`src/rtl/port_pkg.sv`:
```
// Shared definitions for the port endpoint: word type, status/control bit
// positions and the status word packer.
package port_pkg;

   typedef logic [15:0] port_word_t;

   localparam int unsigned STATUS_RX_CNT_LSB = 0;
   localparam int unsigned STATUS_TX_CNT_LSB = 5;
   localparam int unsigned STATUS_RX_EMPTY   = 10;
   localparam int unsigned STATUS_TX_FULL    = 11;
   localparam int unsigned STATUS_TX_OVF     = 12;
   localparam int unsigned STATUS_RX_UNF     = 13;

   localparam int unsigned CTRL_OP_BIT  = 15;
   localparam int unsigned CTRL_CLR_BIT = 0;

   function automatic port_word_t pack_status(
      input logic [4:0] rx_count,
      input logic [4:0] tx_count,
      input logic       rx_empty,
      input logic       tx_full,
      input logic       tx_ovf,
      input logic       rx_unf
   );
      port_word_t s;
      s = '0;
      s[STATUS_RX_CNT_LSB +: 5] = rx_count;
      s[STATUS_TX_CNT_LSB +: 5] = tx_count;
      s[STATUS_RX_EMPTY]        = rx_empty;
      s[STATUS_TX_FULL]         = tx_full;
      s[STATUS_TX_OVF]          = tx_ovf;
      s[STATUS_RX_UNF]          = rx_unf;
      return s;
   endfunction

endpackage

```
`src/rtl/port_endpoint_if.sv`:
```
// CPU port pair plus device TX/RX streams seen by one port endpoint.
// master: CPU/device side driving the endpoint; slave: the endpoint itself.
interface port_endpoint_if;
   import port_pkg::*;

   port_word_t [1:0] cpu_wdata;
   logic             cpu_inform_write;
   logic             cpu_inform_read;
   port_word_t [1:0] cpu_rdata;
   logic             tx_valid;
   port_word_t       tx_data;
   logic             tx_ready;
   logic             rx_valid;
   port_word_t       rx_data;
   logic             rx_ready;

   modport master (
      output cpu_wdata, cpu_inform_write, cpu_inform_read, tx_ready, rx_valid, rx_data,
      input  cpu_rdata, tx_valid, tx_data, rx_ready
   );

   modport slave (
      input  cpu_wdata, cpu_inform_write, cpu_inform_read, tx_ready, rx_valid, rx_data,
      output cpu_rdata, tx_valid, tx_data, rx_ready
   );

endinterface

```
`src/rtl/port_fifo.sv`:
```
// Synchronous FIFO with a registered first-word-fall-through head (0 when empty).
// A push into a full FIFO is accepted only when a pop happens in the same cycle.
module port_fifo #(
   parameter int unsigned DEPTH = 8,
   parameter int unsigned WIDTH = 16
) (
   input  logic                       clk_i,
   input  logic                       rst_ni,
   input  logic                       push_i,
   input  logic [WIDTH-1:0]           data_i,
   input  logic                       pop_i,
   output logic                       full_o,
   output logic                       empty_o,
   output logic [$clog2(DEPTH):0]     count_o,
   output logic [WIDTH-1:0]           head_o
);

   localparam int unsigned AW = $clog2(DEPTH);
   localparam int unsigned CW = AW + 1;

   logic [WIDTH-1:0] mem_q [DEPTH];
   logic [AW-1:0]    wr_q, wr_d, rd_q, rd_d;
   logic [CW-1:0]    count_q, count_d;
   logic [WIDTH-1:0] head_q, head_d;
   logic             push_ok, pop_ok;

   assign full_o  = (count_q == CW'(DEPTH));
   assign empty_o = (count_q == '0);
   assign count_o = count_q;
   assign head_o  = head_q;

   assign pop_ok  = pop_i && !empty_o;
   assign push_ok = push_i && (!full_o || pop_ok);

   // Next pointers, count and head; the head is recomputed from the post-edge state
   // so a push into an empty FIFO is visible the cycle after it lands.
   always_comb begin
      wr_d    = wr_q;
      rd_d    = rd_q;
      count_d = count_q;
      head_d  = '0;
      if (push_ok) wr_d = wr_q + AW'(1);
      if (pop_ok)  rd_d = rd_q + AW'(1);
      if (push_ok && !pop_ok)      count_d = count_q + CW'(1);
      else if (pop_ok && !push_ok) count_d = count_q - CW'(1);
      if (count_d != '0) begin
         if (push_ok && (wr_q == rd_d)) head_d = data_i;
         else                           head_d = mem_q[rd_d];
      end
   end

   // Pointer, count and head state.
   always_ff @(posedge clk_i) begin
      if (!rst_ni) begin
         wr_q    <= '0;
         rd_q    <= '0;
         count_q <= '0;
         head_q  <= '0;
      end else begin
         wr_q    <= wr_d;
         rd_q    <= rd_d;
         count_q <= count_d;
         head_q  <= head_d;
      end
   end

   // Storage array; contents are don't-care until written.
   always_ff @(posedge clk_i) begin
      if (push_ok) mem_q[wr_q] <= data_i;
   end

endmodule

```
`src/rtl/port_endpoint.sv`:
```
// Peripheral-side responder for one CPU I/O port: CPU writes feed a TX FIFO
// drained by the device stream; the device RX stream fills an RX FIFO the CPU
// reads. Optional feature macro: PORT_ENDPOINT_STICKY_EN (sticky error flags).
module port_endpoint
   import port_pkg::*;
#(
   parameter int unsigned FIFO_DEPTH = 8,
   parameter int unsigned DATA_WIDTH = 16
) (
   input  logic           clk,
   input  logic           rst_n,
   port_endpoint_if.slave bus
);

   localparam int unsigned CW = $clog2(FIFO_DEPTH) + 1;

   logic          ctrl_op, data_wr, clr_req;
   logic          tx_full, tx_empty, tx_pop;
   logic          rx_full, rx_empty;
   logic [CW-1:0] tx_count, rx_count;
   port_word_t    tx_head, rx_head;
   logic          tx_ovf_evt, rx_unf_evt;
   logic          tx_ovf, rx_unf;

   assign ctrl_op = bus.cpu_inform_write && bus.cpu_wdata[1][CTRL_OP_BIT];
   assign data_wr = bus.cpu_inform_write && !bus.cpu_wdata[1][CTRL_OP_BIT];
   assign clr_req = ctrl_op && bus.cpu_wdata[1][CTRL_CLR_BIT];

   assign tx_pop     = bus.tx_ready && !tx_empty;
   assign tx_ovf_evt = data_wr && tx_full && !tx_pop;
   assign rx_unf_evt = bus.cpu_inform_read && rx_empty;

   port_fifo #(.DEPTH(FIFO_DEPTH), .WIDTH(DATA_WIDTH)) u_tx_fifo (
      .clk_i   (clk),
      .rst_ni  (rst_n),
      .push_i  (data_wr),
      .data_i  (bus.cpu_wdata[0]),
      .pop_i   (bus.tx_ready),
      .full_o  (tx_full),
      .empty_o (tx_empty),
      .count_o (tx_count),
      .head_o  (tx_head)
   );

   port_fifo #(.DEPTH(FIFO_DEPTH), .WIDTH(DATA_WIDTH)) u_rx_fifo (
      .clk_i   (clk),
      .rst_ni  (rst_n),
      .push_i  (bus.rx_valid && !rx_full),
      .data_i  (bus.rx_data),
      .pop_i   (bus.cpu_inform_read),
      .full_o  (rx_full),
      .empty_o (rx_empty),
      .count_o (rx_count),
      .head_o  (rx_head)
   );

`ifdef PORT_ENDPOINT_STICKY_EN
   logic tx_ovf_q, tx_ovf_d, rx_unf_q, rx_unf_d;
   logic ctrl_unused;

   // Sticky flag update: clear first, so an event in the same cycle wins.
   always_comb begin
      tx_ovf_d = tx_ovf_q;
      rx_unf_d = rx_unf_q;
      if (clr_req) begin
         tx_ovf_d = 1'b0;
         rx_unf_d = 1'b0;
      end
      if (tx_ovf_evt) tx_ovf_d = 1'b1;
      if (rx_unf_evt) rx_unf_d = 1'b1;
   end

   // Sticky flag registers.
   always_ff @(posedge clk) begin
      if (!rst_n) begin
         tx_ovf_q <= 1'b0;
         rx_unf_q <= 1'b0;
      end else begin
         tx_ovf_q <= tx_ovf_d;
         rx_unf_q <= rx_unf_d;
      end
   end

   assign tx_ovf      = tx_ovf_q;
   assign rx_unf      = rx_unf_q;
   assign ctrl_unused = ^bus.cpu_wdata[1][14:1];
`else
   logic ctrl_unused;

   assign tx_ovf      = 1'b0;
   assign rx_unf      = 1'b0;
   assign ctrl_unused = ^{bus.cpu_wdata[1][14:0], clr_req, tx_ovf_evt, rx_unf_evt};
`endif

   assign bus.tx_valid     = !tx_empty;
   assign bus.tx_data      = tx_head;
   assign bus.rx_ready     = !rx_full;
   assign bus.cpu_rdata[0] = rx_head;
   assign bus.cpu_rdata[1] = pack_status(5'(rx_count), 5'(tx_count), rx_empty, tx_full,
                                         tx_ovf, rx_unf);

endmodule

```
`src/flat_wrapper.sv`:
```
// flat-port wrapper written by rule: the top's interface ports become plain ports
module port_endpoint_flat import port_pkg::*;
#(
   parameter int unsigned FIFO_DEPTH = 8,
   parameter int unsigned DATA_WIDTH = 16
)
  (clk, rst_n, bus_cpu_wdata, bus_cpu_inform_write, bus_cpu_inform_read, bus_tx_ready, bus_rx_valid, bus_rx_data, bus_cpu_rdata, bus_tx_valid, bus_tx_data, bus_rx_ready);
  port_endpoint_if bus_i ();
  input  logic clk;
  input  logic rst_n;
  input wire logic [$bits(bus_i.cpu_wdata)-1:0] bus_cpu_wdata;
  input wire logic [$bits(bus_i.cpu_inform_write)-1:0] bus_cpu_inform_write;
  input wire logic [$bits(bus_i.cpu_inform_read)-1:0] bus_cpu_inform_read;
  input wire logic [$bits(bus_i.tx_ready)-1:0] bus_tx_ready;
  input wire logic [$bits(bus_i.rx_valid)-1:0] bus_rx_valid;
  input wire logic [$bits(bus_i.rx_data)-1:0] bus_rx_data;
  output wire logic [$bits(bus_i.cpu_rdata)-1:0] bus_cpu_rdata;
  output wire logic [$bits(bus_i.tx_valid)-1:0] bus_tx_valid;
  output wire logic [$bits(bus_i.tx_data)-1:0] bus_tx_data;
  output wire logic [$bits(bus_i.rx_ready)-1:0] bus_rx_ready;
  assign bus_i.cpu_wdata = bus_cpu_wdata;
  assign bus_i.cpu_inform_write = bus_cpu_inform_write;
  assign bus_i.cpu_inform_read = bus_cpu_inform_read;
  assign bus_i.tx_ready = bus_tx_ready;
  assign bus_i.rx_valid = bus_rx_valid;
  assign bus_i.rx_data = bus_rx_data;
  assign bus_cpu_rdata = bus_i.cpu_rdata;
  assign bus_tx_valid = bus_i.tx_valid;
  assign bus_tx_data = bus_i.tx_data;
  assign bus_rx_ready = bus_i.rx_ready;
  port_endpoint #(.FIFO_DEPTH(FIFO_DEPTH), .DATA_WIDTH(DATA_WIDTH)) u_core (.clk(clk), .rst_n(rst_n), .bus(bus_i));
endmodule
```
`config.mk`:
```
export PLATFORM = sky130hd
export DESIGN_NAME = port_endpoint_flat
export DESIGN_NICKNAME = d
export VERILOG_FILES = /design/src/rtl/port_pkg.sv /design/src/rtl/port_endpoint_if.sv /design/src/rtl/port_fifo.sv /design/src/rtl/port_endpoint.sv /design/src/flat_wrapper.sv
export SDC_FILE = /design/constraint.sdc
export NUM_CORES = 1
export LEC_CHECK = 0
export ABC_AREA = 1
export CORE_MARGIN = 5
export CORE_UTILIZATION = 33
export DETAILED_ROUTE_END_ITERATION = 8
export GPL_ROUTABILITY_DRIVEN = 0
export PLACE_DENSITY_LB_ADDON = 0.3
export SYNTH_ARGS = -nofsm -noshare
export SYNTH_HDL_FRONTEND = slang
export SYNTH_SLANG_ARGS = --single-unit
```
`constraint.sdc`:
```
create_clock -name clk -period 2.95 [get_ports clk]
set_input_delay 0.59 -clock clk [delete_from_list [all_inputs] [get_ports clk]]
set_output_delay 0.59 -clock clk [all_outputs]
set_load 0.02 [all_outputs]
```
==> results of run 1 <==
## worst reg2reg max path: stages (launching register included)
cell	delay, ns
dfxtp_1	0.39
inv_1	0.12
ha_1	0.28
nand3_4	0.16
nand2_4	0.10
a21oi_2	0.29
inv_1	0.12
nor2_1	0.13
inv_1	0.10
nor2_1	0.19
buf_12	0.21
## state kept, by name, summed over array words and instances (netlist names)
name	flops
u_core.u_rx_fifo.mem_q	128
u_core.u_tx_fifo.mem_q	128
u_core.u_rx_fifo.head_o	16
u_core.u_tx_fifo.head_o	16
u_core.u_rx_fifo.count_o	4
u_core.u_tx_fifo.count_o	4
u_core.u_rx_fifo.rd_q	3
u_core.u_rx_fifo.wr_q	3
u_core.u_tx_fifo.rd_q	3
u_core.u_tx_fifo.wr_q	3
## report_power, final
group / total, uW / switching (uW) / internal [uW]
Clock: 4170 / 1630 / 2540
Combinational: 5840 / 3860 / 1990
Sequential: 5210 / 158 / 5050
## logic make-up after synthesis
logic type               share of synthesized area (%)
AND/OR/NAND/NOR                                  25.91
flip-flops                                       66.30
buffers and inverters                            4.933
AO/OA/AOI/OAI                                    1.806
adder cells (fa/ha/maj)                         0.7603
XOR/XNOR                                        0.2662
other                                          0.02848
## how the worst min path moves through the flow
stage / startpoint / to / slack, ns / depth (start not counted)
3_5_place_dp: u_core.u_rx_fifo.wr_q[0] / u_core.u_rx_fifo.wr_q[0] / 0.50 / 2
3_3_place_gp: u_core.u_rx_fifo.wr_q[0] / u_core.u_rx_fifo.wr_q[0] / 0.48 / 2
2_1_floorplan: u_core.u_rx_fifo.wr_q[0] / u_core.u_rx_fifo.wr_q[0] / 0.46 / 2
4_1_cts: u_core.u_rx_fifo.wr_q[0] / u_core.u_rx_fifo.wr_q[0] / 0.50 / 2
6_report: u_core.u_rx_fifo.wr_q[0] / u_core.u_rx_fifo.wr_q[0] / 0.50 / 2
5_1_grt: u_core.u_rx_fifo.wr_q[0] / u_core.u_rx_fifo.wr_q[0] / 0.55 / 2
## through the flow
step	total power [uW]	instance area, um^2
6_report	15220	15890
4_1_cts	15400	15890
2_1_floorplan	9249	13180
5_1_grt	16290	15890
3_5_place_dp	11190	14790
3_3_place_gp	11140	14790
## layer usage
layer	track usage [%]	share of wire, %
met5	0	0.041
met3	2.750	5.9
met1	18.23	42
met2	25.81	50
met4	3.915	2.3
## Yosys cell counts (all sizes together)
master	number
nand2	400
edfxtp	256
nand3	219
nor2	127
inv	75
buf	62
dfxtp	52
a21oi	40
nand4	32
ha	8
clkbuf	5
o21ai	4
xor2	3
a21boi	1
a31oi	1
conb	1
nand3b	1
xnor2	1
## area by class of cell
class / instances / area share, %
clock inverters: 9 / 0.5747
multi-input cells: 843 / 23.98
clock buffers: 52 / 6.369
well taps: 525 / 4.133
flip-flops and latches: 308 / 54.92
inverters: 75 / 1.771
repair buffers: 122 / 8.235
diodes: 1 / 0.01575
==> metrics.csv, run 1 <==
metric,value,unit
total CTS buffers,34,
"most common cell after layout, fill and taps aside",nand2_1,
number of standard cells in the final layout excluding fillers,1935,
Multi-input gate area,3811,um^2
Max-Cap Viols,0,
wire length per cell after detailed routing,16.52,um
Critical Setup Path Class,flip-flop to primary output,
global-route total usage across every layer,14.55,%
hold violation total from the final report,0,
DR vias,9295,
capture point of the worst path,bus_cpu_rdata[27],
CTS sink cnt,308,
count of pins on the block boundary,104,
CTS Buffer Depth,3,
transition at the pin with the smallest max-transition slack,0.5445,ns
Relative slew margins,63.66,%
worst clock skew,0.01049,ns
starting utilization of the core area,33.21,%
initial antenna violation count,2,
gate family responsible for the most delay along the worst path,buffers and inverters,
Max Slew Vio Count,0,
total number of yosys warnings,0,
portion of the clock cycle consumed by the worst path in the final layout,92.77,%
residual DRC count,0,
count of filler cells inserted in the layout,3879,
Die Wd,209.7,um
"commonest cells after routing, fill and taps aside","nand2_1, edfxtp_1, nand3_1",
unrepaired setup endpoints after global routing,no,
worst hold margin,0.4996,ns
Setup TNS Final,0,ns
source-to-sink clock delay at the later pin of the worst-skew pair,0.51,ns
fraction of layout cells with a size suffix above 1,8.304,%
slack of the critical path,0.2134,ns
Chip Height,209.7,um
number of instances resized during post-cts repair,0,
number of endpoints failing setup at the final stage,0,
Peak supply drop,569.5,uV
maximum number of pins on one net before global-route repair,65,
Critical Path Source,u_core.u_tx_fifo.count_o[0],
worst path cell trace,inv_1 -> ha_1 -> nand2_1 -> nor2_2 -> clkdlybuf4s50_1,
startpoint kind of the worst setup timing path,flip-flop,
"CTS clk-pin slew, worst paths",0.06,ns
Port-buffer cells,82,
# hold bufs at CTS,0,
Detailed Place HPWL,18.17,mm
drt initial violations,650,
worst stage delay on the critical path,0.63,ns
power density of the placed cells,957.4,nW/um^2
static leakage,0.006103,uW
number of buffers inserted to repair setup after CTS,0,
site row count,73,
worst hold path class,flip-flop to flip-flop,
cell area after synthesis,13170,um^2
count of buffering cells on the critical path with inverters included,2,
Unique masters post-synth,30,
total congestion overflow,0,
DP Cell Count,1873,
Post-DRT Antenna Nets,0,
post-synthesis to final-layout area growth,20.72,%
worst-path cell with the longest stage delay,clkdlybuf4s50_1,
number of global-route vias before repair,9465,
logic depth of the worst register-to-register path,10,
highest achievable clock rate,0.3654,GHz
endpoint type of the worst setup path,primary output,
first-pass GRT wire length,51.52,mm
Max H-tree Level,2,
required time reported for the critical path endpoint,2.36,ns
FF-to-FF Start,u_core.u_tx_fifo.count_o[0],
post-route core utilization,40.09,%
vias per inst,4.804,
ranking of synthesized cells by area,"edfxtp_1, nand2_1, nand3_1",
first drt pass iteration count,5,
run status,"complete, no violations",
WP depth,5,
Yosys top cell area share,58.39,%
sequential element share of the synthesized area,66.30,%
pre-CTS setup slack,0.2254,ns
end of the worst register-to-register path,u_core.u_tx_fifo.mem_q[7][6],
area of the die,43990,um^2
Post-Syn Area per Cell,10.22,um^2
cell type with the largest total area after synthesis,edfxtp_1,
Core Footprint,39640,um^2
signal arrival time at the worst endpoint,2.15,ns
cell chosen for the clock root,clkbuf_16,
largest fanout on the critical path,5,
flop and latch count out of synthesis,308,
shortest clock period the worst path allows after layout,2.737,ns
slack of the worst reg-to-reg path,0.56,ns
net total in the final layout,1446,
total area of sequential cells,8728,um^2
Gate Count Post-Synth,1288,
total wire length after detailed routing,31.96,mm
CTS tree,done,
Note: power is estimated with default switching activity, not from simulation.
==> inputs of run 2 (changes only) <==
- ABC_AREA: 1 -> default
- CAP_MARGIN: default -> 20
- SYNTH_HIERARCHICAL: default -> 1
==> metrics.csv, run 2 <==
metric,value,unit,change
post-route core utilization,40.38,%,+0.28 points
hold violation total from the final report,0,,unchanged
first-pass GRT wire length,55.71,mm,+8.1%
wire length per cell after detailed routing,19.47,um,+18%
flop and latch count out of synthesis,308,,unchanged
"CTS clk-pin slew, worst paths",0.06,ns,about the same
Int Pwr,11140,uW,+16%
worst stage delay on the critical path,0.64,ns,about the same
count of pins on the block boundary,104,,unchanged
signal arrival time at the worst endpoint,2.23,ns,+0.08 ns
number of standard cells in the final layout excluding fillers,1871,,-3.3%
number of endpoints failing setup at the final stage,0,,unchanged
Max-Cap Viols,0,,unchanged
Max H-tree Level,2,,unchanged
fraction of the mapped netlist area in compound gates,13.77,%,+12 points
endpoint type of the worst setup path,primary output,,
Yosys top cell area share,50.83,%,-7.6 points
total congestion overflow,0,,unchanged
source-to-sink clock delay at the later pin of the worst-skew pair,0.51,ns,about the same
total CTS buffers,34,,unchanged
transition at the pin with the smallest max-transition slack,0.7108,ns,+0.1664 ns
startpoint kind of the worst setup timing path,flip-flop,,
cell chosen for the clock root,clkbuf_16,,
logic depth of the worst register-to-register path,10,,unchanged
vias per inst,5.296,,+10%
cell area after synthesis,15120,um^2,+15%
adder-cell share of the synthesized area,0.6618,%,-0.098 points
Multi-input gate area,5974,um^2,+57%
Worst path most repeated cell,inv_1,,
"most common cell after layout, fill and taps aside",edfxtp_1,,
Unique masters post-synth,66,,+120%
most numerous cell types in the synthesized netlist,"edfxtp_1, mux2i_1, a211oi_1, nor2b_1, dfxtp_1",,
slack of the worst reg-to-reg path,0.16,ns,-0.40 ns
net switching share of the total power,34.23,%,-2.9 points
cell type with the largest total area after synthesis,edfxtp_1,,
DP Cell Count,1808,,-3.5%
Die Wd,224.1,um,+6.8%
drt initial violations,556,,-14%
biggest registers after layout,"u_core/u_rx_fifo/mem_q x128, u_core/u_tx_fifo/mem_q x128",,
M3 GR Usage,2.359,%,-0.39 points
Antenna diodes,0,,-1
Chip Height,224.1,um,+6.8%
power density of the placed cells,924.8,nW/um^2,-3.4%
Post-Syn Area per Cell,13.16,um^2,+29%
CTS tree,done,,
Peak supply drop,529.5,uV,-7.0%
shortest clock period the worst path allows after layout,2.823,ns,+0.08673 ns
unrepaired setup endpoints after global routing,no,,
starting utilization of the core area,33.33,%,+0.12 points
net total in the final layout,1308,,-9.5%
Port-buffer cells,82,,unchanged
DR vias,9909,,+6.6%
combinational fraction of design power,42.0,%,+3.6 points
site row count,78,,+6.8%
worst-path cell with the longest stage delay,clkdlybuf4s50_1,,
count of filler cells inserted in the layout,4196,,+8.2%
highest achievable clock rate,0.3542,GHz,-3.1%
multiplexer share of the synthesized area,15.30,%,+15 points
sequential element share of the synthesized area,57.71,%,-8.6 points
residual DRC count,0,,unchanged
most used routing layer in global routing,met2,,
combinational family with the most area after synthesis,multiplexers,,
maximum number of pins on one net before global-route repair,77,,+18%
Setup TNS Final,0,ns,unchanged
most used flip-flop cell after synthesis,edfxtp_1,,
FF-to-FF Start,u_core/u_tx_fifo/count_o[1],,
hold path cells,2,,unchanged
most used standard cell by instance count after synthesis,edfxtp_1,,
number of enable-type register cells in the synthesized netlist,256,,unchanged
Detailed Place HPWL,22.90,mm,+26%
Flop pwr share,31.3,%,-2.9 points
worst path cell trace,inv_1 -> ha_1 -> nand3b_1 -> inv_1 -> inv_1 -> clkdlybuf4s50_1,,
static leakage,0.005995,uW,-1.8%
portion of the clock cycle consumed by the worst path in the final layout,95.71,%,+2.9 points
Async SR Flop Fraction,0,%,unchanged
met1 track demand over resource,18.33,%,+0.10 points
first drt pass iteration count,5,,unchanged
hold path startpoint,u_core/u_rx_fifo/wr_q[1],,
number of global-route vias before repair,9702,,+2.5%
ranking of synthesized cells by area,"edfxtp_1, mux2i_1, dfxtp_1",,
worst hold path class,flip-flop to flip-flop,,
total number of yosys warnings,6,,+6
Relative slew margins,52.29,%,-11 points
Critical Path Source,u_core/u_rx_fifo/count_o[0],,
simple-gate share of the synthesized area,8.149,%,-18 points
CTS Buffer Depth,3,,unchanged
"commonest cells after routing, fill and taps aside","edfxtp_1, mux2i_1, clkdlybuf4s50_1",,
# hold bufs at CTS,0,,unchanged
WHS Endpoint,u_core/u_rx_fifo/wr_q[1],,
Gate Count Post-Synth,1149,,-11%
run status,"complete, no violations",,
global-route total usage across every layer,14.04,%,-0.50 points
portion of total power attributed to the clock network,26.7,%,-0.7 points
switching power of the nets,5801,uW,+2.7%
total area of sequential cells,8737,um^2,+0.10%
Max Slew Vio Count,0,,unchanged
initial antenna violation count,1,,-1
post-synthesis to final-layout area growth,21.15,%,
worst clock skew,0.01283,ns,+0.002343 ns
required time reported for the critical path endpoint,2.36,ns,about the same
Power Total,16940,uW,+11%
largest fanout on the critical path,5,,unchanged
area of the die,50210,um^2,+14%
fraction of layout cells with a size suffix above 1,14.56,%,+6.3 points
CTS sink cnt,308,,unchanged
Post-DRT Antenna Nets,0,,unchanged
Core Footprint,45380,um^2,+14%
end of the worst register-to-register path,u_core/u_tx_fifo/head_o[5],,
XOR/XNOR share of the synthesized area,0.8438,%,+0.58 points
total wire length after detailed routing,36.43,mm,+14%
met2 demand-to-capacity share in global routing,24.40,%,-1.4 points
Critical Setup Path Class,flip-flop to primary output,,
[run 2: cell count changes after synthesis, moves of 72 or more]
cell and change:
a211oi_1 +80, nor2b_1 +72, nor2_1 -87, nand2_1 -353, nand3_1 -209, mux2i_1 +176
[run 2: kinds of logic (layout without fill, tap and decap cells)]
| logic type | Yosys count | after routing |
|---|---|---|
| AOI/OAI and AO/OA | 280 | 280 |
| xor gates and xnor gates | 13 | 13 |
| adders and majority gates | 8 | 8 |
| buffers and inverters | 111 | 228 |
| DFF | 308 | 308 |
| muxes | 209 | 209 |
| other | 1 | 6 |
| and+or+nand+nor | 219 | 219 |
[run 2: stage by stage]
step	setup WS (ns)	area (um^2)	hold slack [ns]
after floorplan	-0.2958	15170	0.5404
after global placement	0.06168	17100	0.5832
after detailed placement	0.01882	17100	0.5997
after CTS	0.01935	18310	0.6158
after global routing	0.02040	18320	0.6468
final	0.1267	18320	0.6160
[run 2: how the worst max path moves through the flow]
stage / cells after the start / endpoint / slack [ns]
2_1_floorplan: 7 / u_core/u_rx_fifo/mem_q[2][0] / -0.30
3_3_place_gp: 7 / u_core/u_rx_fifo/head_o[7] / 0.06
3_5_place_dp: 7 / u_core/u_rx_fifo/head_o[7] / 0.02
4_1_cts: 6 / bus_tx_valid / 0.02
5_1_grt: 6 / bus_rx_ready / 0.02
6_report: 6 / bus_rx_ready / 0.13
[run 2: worst max-delay path, delay by kind of cell (launching register included)]
family                     cells  cell delay [ns]
buffers and inverters          4             0.95
DFF                            1             0.32
adders and majority gates      1             0.25
and+or+nand+nor                1             0.20
[run 2: layout make-up]
cell class | instances | area share [%]
inverters | 14 | 0.3073
well taps | 600 | 4.097
clock buffers | 51 | 5.613
repair buffers | 153 | 8.748
multi-input cells | 735 | 32.61
clock inverters | 10 | 0.9424
flip-flops and latches | 308 | 47.68
[run 2: power groups by stage]
| stage | Clock [uW] | Combinational, uW | Sequential (uW) |
|---|---|---|---|
| floorplan | 0 | 4700 | 5550 |
| global placement | 0 | 7010 | 5390 |
| detailed placement | 0 | 7110 | 5390 |
| CTS | 4630 | 7140 | 5310 |
| global route | 4820 | 7670 | 5340 |
| finish | 4520 | 7130 | 5300 |
[run 2: routing by layer]
layer | part of all wire, % | up-vias | routed length, um
met5 | 0.033 | - | 12
met4 | 1.9 | 2 | 685
met3 | 4.2 | 56 | 1547
met2 | 50 | 233 | 18300
met1 | 44 | 4955 | 15890
li1 | - | 4663 | -
[run 2: timing repair]
item | 4_1_cts | 5_1_grt
gates resized for setup | 3 | 0
buffers inserted | 0 | 2
setup endpoints to repair | 2 | 1
pin swaps | 0 | 0
